`src/rtl/i2s_stream_arbiter.sv`:
```
// i2s_stream_arbiter: two-input AXI-Stream burst arbiter feeding the I2S
// transmitter through a one-entry output register. Whole bursts are granted
// round-robin; a burst ends on tlast or after MAX_BURST beats.
// Optional feature: define I2S_ARB_SILENCE_FILL_EN to push zero (silence)
// frames into an empty output register while no requester is waiting.
module i2s_stream_arbiter #(
    parameter int C_AXIS_TDATA_WIDTH = 32,
    parameter int MAX_BURST          = 16,
    parameter int CNT_WIDTH          = 16
) (
    input  logic                          axis_aclk,
    input  logic                          axis_areset,
    input  logic [C_AXIS_TDATA_WIDTH-1:0] s00_axis_tdata,
    input  logic                          s00_axis_tvalid,
    input  logic                          s00_axis_tlast,
    output logic                          s00_axis_tready,
    input  logic [C_AXIS_TDATA_WIDTH-1:0] s01_axis_tdata,
    input  logic                          s01_axis_tvalid,
    input  logic                          s01_axis_tlast,
    output logic                          s01_axis_tready,
    output logic [C_AXIS_TDATA_WIDTH-1:0] m00_axis_tdata,
    output logic                          m00_axis_tvalid,
    output logic                          m00_axis_tlast,
    input  logic                          m00_axis_tready,
    output logic [1:0]                    grant,
    output logic [CNT_WIDTH-1:0]          underrun_cnt
);

    localparam int BW = $clog2(MAX_BURST + 1);

    typedef enum logic {ST_IDLE, ST_GRANT} state_t;

    state_t                          state_q, state_d;
    logic                            owner_q, owner_d;   // 0 = s00, 1 = s01
    logic                            last_q, last_d;     // most recent winner
    logic [BW-1:0]                   beat_q, beat_d;
    logic [C_AXIS_TDATA_WIDTH-1:0]   tdata_q, tdata_d;
    logic                            tlast_q, tlast_d;
    logic                            tvalid_q, tvalid_d;
    logic [CNT_WIDTH-1:0]            ucnt_q, ucnt_d;

    logic                            slot_free;
    logic                            sel_valid;
    logic                            sel_last;
    logic [C_AXIS_TDATA_WIDTH-1:0]   sel_data;
    logic                            accept;
    logic                            fill;
    logic                            winner;

    // Output register can take a beat when empty or draining this cycle.
    assign slot_free       = !tvalid_q || m00_axis_tready;
    assign s00_axis_tready = (state_q == ST_GRANT) && !owner_q && slot_free;
    assign s01_axis_tready = (state_q == ST_GRANT) &&  owner_q && slot_free;
    assign grant           = (state_q == ST_GRANT) ? (owner_q ? 2'b10 : 2'b01) : 2'b00;

    assign m00_axis_tdata  = tdata_q;
    assign m00_axis_tvalid = tvalid_q;
    assign m00_axis_tlast  = tlast_q;
    assign underrun_cnt    = ucnt_q;

    // Next-state logic: arbitration, burst tracking, output register, underrun counter.
    always_comb begin
        // NOTE: every signal gets a default before any branch so no latch is inferred.
        state_d  = state_q;
        owner_d  = owner_q;
        last_d   = last_q;
        beat_d   = beat_q;
        tdata_d  = tdata_q;
        tlast_d  = tlast_q;
        tvalid_d = tvalid_q;
        ucnt_d   = ucnt_q;
        accept   = 1'b0;
        fill     = 1'b0;
        winner   = 1'b0;

        sel_valid = owner_q ? s01_axis_tvalid : s00_axis_tvalid;
        sel_last  = owner_q ? s01_axis_tlast  : s00_axis_tlast;
        sel_data  = owner_q ? s01_axis_tdata  : s00_axis_tdata;

        case (state_q)
            ST_IDLE: begin
                if (s00_axis_tvalid || s01_axis_tvalid) begin
                    // Contention goes to whoever did not win last time.
                    winner  = (s00_axis_tvalid && s01_axis_tvalid) ? !last_q : s01_axis_tvalid;
                    state_d = ST_GRANT;
                    owner_d = winner;
                    last_d  = winner;
                end
`ifdef I2S_ARB_SILENCE_FILL_EN
                else if (!tvalid_q && m00_axis_tready) begin
                    fill = 1'b1;
                end
`endif
            end
            ST_GRANT: begin
                if (sel_valid && slot_free) begin
                    accept = 1'b1;
                    if (sel_last || beat_q == BW'(MAX_BURST - 1)) begin
                        state_d = ST_IDLE;
                        beat_d  = '0;
                    end else begin
                        beat_d = beat_q + 1'b1;
                    end
                end
            end
            default: state_d = ST_IDLE;
        endcase

        // A load wins over a drain, so simultaneous drain+load keeps tvalid high.
        if (accept) begin
            tvalid_d = 1'b1;
            tdata_d  = sel_data;
            tlast_d  = sel_last;
        end else if (fill) begin
            tvalid_d = 1'b1;
            tdata_d  = '0;
            tlast_d  = 1'b1;
        end else if (tvalid_q && m00_axis_tready) begin
            tvalid_d = 1'b0;
        end

        if (m00_axis_tready && !tvalid_q && ucnt_q != '1) begin
            ucnt_d = ucnt_q + 1'b1;
        end
    end

    // State and datapath registers; reset drops any buffered beat.
    always_ff @(posedge axis_aclk or posedge axis_areset) begin
        if (axis_areset) begin
            state_q  <= ST_IDLE;
            owner_q  <= 1'b0;
            last_q   <= 1'b1;
            beat_q   <= '0;
            tdata_q  <= '0;
            tlast_q  <= 1'b0;
            tvalid_q <= 1'b0;
            ucnt_q   <= '0;
        end else begin
            // NOTE: non-blocking assignments so every register updates from pre-edge values.
            state_q  <= state_d;
            owner_q  <= owner_d;
            last_q   <= last_d;
            beat_q   <= beat_d;
            tdata_q  <= tdata_d;
            tlast_q  <= tlast_d;
            tvalid_q <= tvalid_d;
            ucnt_q   <= ucnt_d;
        end
    end

endmodule

```
`config.mk`:
```
export PLATFORM = sky130hd
export DESIGN_NAME = i2s_stream_arbiter
export DESIGN_NICKNAME = d
export VERILOG_FILES = /design/src/rtl/i2s_stream_arbiter.sv
export SDC_FILE = /design/constraint.sdc
export NUM_CORES = 1
export LEC_CHECK = 0
export BUFFER_PORTS_ARGS = -buffer_cell sky130_fd_sc_hd__buf_2
export CAP_MARGIN = 20
export CORE_MARGIN = 8
export CORE_UTILIZATION = 47
export DETAILED_ROUTE_END_ITERATION = 8
export PLACE_DENSITY_LB_ADDON = 0.15
export SYNTH_ARGS = -nofsm -noshare
export SYNTH_HDL_FRONTEND = slang
export SYNTH_SLANG_ARGS = --single-unit
```
`constraint.sdc`:
```
create_clock -name axis_aclk -period 2.15 [get_ports axis_aclk]
set_input_delay 0 -clock axis_aclk [delete_from_list [all_inputs] [get_ports axis_aclk]]
set_output_delay 0 -clock axis_aclk [all_outputs]
set_load 0.02 [all_outputs]
```
# Yosys cells after proc, flatten, opt, wreduce, memory -nomap -nowiden
# Cells that the tools add are included.
# word_totals
ff_bits,58
input_bits,71
output_inout_bits,54
word_cells,46
# op_classes
n_addsub,2
eq_ne,2
mux,15
n_bitwise,1
reduce_logical,18
# ops
cell,count
2-to-1 mux 32 bit,1
adder 16 x 1 -> 16 bit (second input constant),1
inequality test 16 bit (second input constant),1
2-to-1 mux 1 bit,10
logical AND 1 bit,9
adder 5 x 1 -> 5 bit (second input constant),1
equality test 5 x 4 -> 1 bit (second input constant),1
2-to-1 mux 5 bit,1
2-to-1 mux 2 bit,2
AND reduction 2 bit,2
logical NOT 1 bit,3
logical OR 1 bit,3
one-hot mux 1 bit (2 select lines),1
nonzero test 2 bit,1
NOT 1 bit,1

# Depth between registers and ports, before layout
# logic_depth
depth_word,6
mapped_depth,6

# Worst setup path after synthesis
# OpenSTA, ideal clock, no wires.
# synth_path
path_type,register to register
startpoint,"register ucnt_q[0], in the netlist underrun_cnt[0]"
endpoint,"register ucnt_q[1], in the netlist underrun_cnt[1]"
setup_ns,0.125
arrival_ns,1.580
required_ns,2.025
setup_slack_ns,0.445
stages_incl_launch_ff,7
path_buffers,1
synth_period_minus_slack_ns,1.705
path_cell_list,dfrtp_1 -> ha_1 -> nand2_1 -> nor2b_1 -> clkbuf_1 -> a21oi_2 -> mux2_4
# synth_between
elab_chain_cells,2
elab_cells_between_ends,3
cone_classes,add/sub (1); eq/ne (1); reduce/logical (1)
# synth_lines
item,line,source
"start, declared",40,"logic [CNT_WIDTH-1:0] ucnt_q, ucnt_d;"
"start signal, assigned",147,ucnt_q <= ucnt_d;
"parallel branches: the longest is 2 deep, another holds adder 16 x 1 -> 16 bit",--,
# Parallel ways; which one is timed is not known.
# A chain may end at the register's enable or synchronous reset.

# Worst setup path after layout
# layout_path
startpoint,register owner_q
endpoint,"register tdata_q[9], in the netlist m00_axis_tdata[9]"
# layout_between
elab_chain_cells,4
elab_cells_between_ends,5
cone_classes,mux (4); reduce/logical (1)
# layout_lines
item,line,source
"start, declared",34,"logic owner_q, owner_d;"
"start signal, assigned",141,owner_q <= owner_d;
2-to-1 mux 1 bit,76,sel_valid = owner_q ? s01_axis_tvalid : s00_axis_tvalid;
logical AND 1 bit,96,if (sel_valid && slot_free) begin
2-to-1 mux 1 bit,96,
2-to-1 mux 1 bit,80,case (state_q)
"end signal, assigned",144,tdata_q <= tdata_d;
"end, declared",37,"logic [C_AXIS_TDATA_WIDTH-1:0] tdata_q, tdata_d;"
# Several ways; a longest one is shown, not always the timed one.

==> results_dict.tcl <==
set metrics [dict create \
    synthCells 272 \
    final_nets 544 \
    post_synth_instance_area_um2 2795 \
    grt_pass1_vias 2862 \
    critical_path.startpoint_type "register" \
    drc_errors 0 \
    gr-total-overflow 0 \
    grt_max_degree 35 \
    clock_tree.buffer_depth 2 \
    groute.usage.overall_pct 19.59 \
    synth_cell_type_count 35 \
    fill_cells 418 \
    ys_top_cells_by_area "sky130_fd_sc_hd__dfrtp_1 (51%), sky130_fd_sc_hd__mux2i_1 (11%), sky130_fd_sc_hd__o21ai_0 (6.8%), sky130_fd_sc_hd__nand2_1 (6.7%), sky130_fd_sc_hd__xor2_1 (2.8%)" \
    grt.met2_usage_pct 32.90 \
    worst_max_slew_margin_expressed_relative_to_the_limit_pct 54.93 \
    clkSinkCount 58 \
    synth-async-reset-ratio_pct 100.0 \
    core_um2 5851 \
    finalHoldViolations 0 \
    synth.net_count 346 \
    netlist_top_cells_count "sky130_fd_sc_hd__dfrtp_1 (57), sky130_fd_sc_hd__nand2_1 (50), sky130_fd_sc_hd__o21ai_0 (38)" \
    detail_route.iter0.violations 72 \
    worst_hold_path.num_cells 3 \
    maximum_vdd_ir_drop_uv 822.0 \
    grt.met1_usage_pct 21.85 \
    dp_hpwl_mm 5.417 \
    final.setup_skew_ps 4.882 \
    postCtsSetupRepairBufs 0 \
    synth_largest_area_cell "sky130_fd_sc_hd__dfrtp_1" \
    wl_per_cell_um 14.98 \
    r2r_cells 4 \
    start_util_pct 47.78 \
    finish.cell_count_without_fillers 550 \
    ioPinCount 125 \
    dieWidth_um 93.12 \
    worstSkewPairLatency_ps 330 \
    drive_gt1_share_pct 34.11 \
    number_of_antenna_violations_at_the_first_check_in_global_routing 0 \
    place.gp.congestion 0.8329 \
    antenna_left 0 \
    synthesis.yosys.warnings 0 \
    worstPathRequired_ps 2340 \
    synthesis.area_per_instance_um2 10.28 \
    layout_min_cycle_time_ps 1796 \
    antenna-diode-count 0 \
    worst_setup_path_end_kind "register" \
    busiest_layer "met2" \
    count_of_buffers_inserted_at_the_top_level_ports 124 \
    final.setup.tns_ps 0 \
    grt_setup_unrepaired "no" \
    clkTransAtPathRegs_ps 60 \
    dr.pass1.iters 4 \
    routed-via-count 2700 \
    cp.arrival_ps 1990 \
    setup_viol 0 \
    leakage_nw 2.230 \
    register_area_um2 1454 \
    globalRouteMet3Util_pct 5.609 \
    slew_violations 0 \
    p_per_area_nw_per_um2 1228 \
    post-synth-top-area-fraction_pct 51.03 \
    run_status "complete, no violations" \
    synth_edf_count 0 \
    design.die.area_um2 8671 \
    timing.final.crit_share_pct 83.54 \
    crit_fanout 17 \
    yosysMostFrequentCell "sky130_fd_sc_hd__dfrtp_1" \
    rows 28 \
    tritoncts.num_buffers 9 \
    yosys_register_bits 58 \
    synth_sequential_area_ratio_pct 51.97 \
    max-cap-violations 0 \
    cts_tree "yes" \
    die_h_um 93.12 \
    timing_worst_slew_pin_value_ps 675.0 \
    hold_path.class "input pin to register" \
    syn2layout_area_growth_pct 56.71 \
    synth_top_flop_cell "sky130_fd_sc_hd__dfrtp_1" \
    drt_wl_total_mm 8.241 \
    fmax_ghz 0.5568 \
    cts_root_buf "sky130_fd_sc_hd__clkbuf_8" \
    multi_input_area_um2 1266 \
    cells_after_dpl 466 \
    grt_first_pass_wirelength_mm 13.36 \
    worstSetupPathType "register to register" \
    htree_levels 3 \
    detail_route.vias_per_cell 4.909 \
]
## what timing repair did
action | in CTS | in global routing
hold endpoints to repair | 65 | 0
hold buffers | 68 | 0
resized for setup | 0 | 0
endpoints found under the setup margin | 0 | 0
## layout by cell type, fill, tap and decap left out, types with 7 or more instances in the layout
master                          synthesis  final
sky130_fd_sc_hd__clkbuf_8               0     12
sky130_fd_sc_hd__mux2i_1               32     32
sky130_fd_sc_hd__dlygate4sd3_1          0     68
sky130_fd_sc_hd__xor2_1                 9      9
sky130_fd_sc_hd__nand2_1               50     50
sky130_fd_sc_hd__nand3_1                8      7
sky130_fd_sc_hd__dfrtp_1               57     56
sky130_fd_sc_hd__o21ai_0               38     38
sky130_fd_sc_hd__buf_4                  0      8
sky130_fd_sc_hd__buf_2                  8    124
## cell type report
cell class	count	area share, %
Clock inverter	2	0.2285
Clock buffer	14	3.942
Inverter	6	0.5141
Tap cell	75	2.142
Sequential cell	58	33.19
Multi-Input combinational cell	195	28.91
Timing Repair Buffer	200	31.08
## cells by family (layout without fill, tap and decap cells)
kind of cell / Yosys count / count (layout) / synth area share [%]
xor gates and xnor gates: 11 / 11 / 3.447
AOI/OAI and AO/OA: 53 / 53 / 10.47
muxes: 39 / 39 / 14.41
DFF: 58 / 58 / 51.97
and+or+nand+nor: 89 / 89 / 15.44
buffers and inverters: 19 / 222 / 2.909
adders and majority gates: 3 / 3 / 1.343
## metrics by stage
step / total power [mW] / setup WS (ps) / utilization (%) / area (um^2) / hold slack, ps
global placement: 4.094 / 453.9 / 60.12 / 3517 / 150.2
detailed placement: 4.137 / 405.0 / 60.12 / 3517 / 151.5
floorplan: 3.358 / 444.6 / - / 2795 / 139.4
CTS: 5.382 / 389.8 / 74.87 / 4380 / 64.39
finish: 5.381 / 354.0 / 74.87 / 4380 / 91.32
global route: 5.758 / 245.1 / 74.87 / 4380 / 96.89
## state kept, by name, summed over array words and instances (netlist names)
register,flops
state_q,1
last_q,1
underrun_cnt,16
m00_axis_tdata,32
beat_q,5
owner_q,1
m00_axis_tvalid,1
m00_axis_tlast,1
## power by group
group	switching [mW]	internal [mW]	leakage [nW]
registers	0.295	1.53	0.712
clock network	0.403	0.510	0.0965
logic	1.49	1.15	1.42
total	2.19	3.19	2.23
## per-layer routing
metal	share of wire [%]	vias up	wire [um]
met5	0	-	0
met4	3.4	0	280
met3	6.0	23	491
met2	50	85	4127
met1	41	1255	3342
li1	-	1337	-
## final timing paths
kind	endpoint	start	slack, ps
setup / recovery	m00_axis_tdata[9]	owner_q	350
hold / removal	m00_axis_tlast	s01_axis_tlast	90
setup reg to reg	m00_axis_tdata[9]	owner_q	350
hold reg to reg	m00_axis_tdata[21]	m00_axis_tdata[21]	470
max in group asynchronous	beat_q[2]	axis_areset	1190
min in group asynchronous	m00_axis_tdata[12]	axis_areset	310
## worst max-delay path: stages (launching register included)
cell                            delay, ps
sky130_fd_sc_hd__dfrtp_2              400
sky130_fd_sc_hd__buf_4                290
sky130_fd_sc_hd__mux2i_1              280
sky130_fd_sc_hd__dlygate4sd3_1        590
sky130_fd_sc_hd__o21ai_0              100
Note: power is estimated with default switching activity, not from simulation.
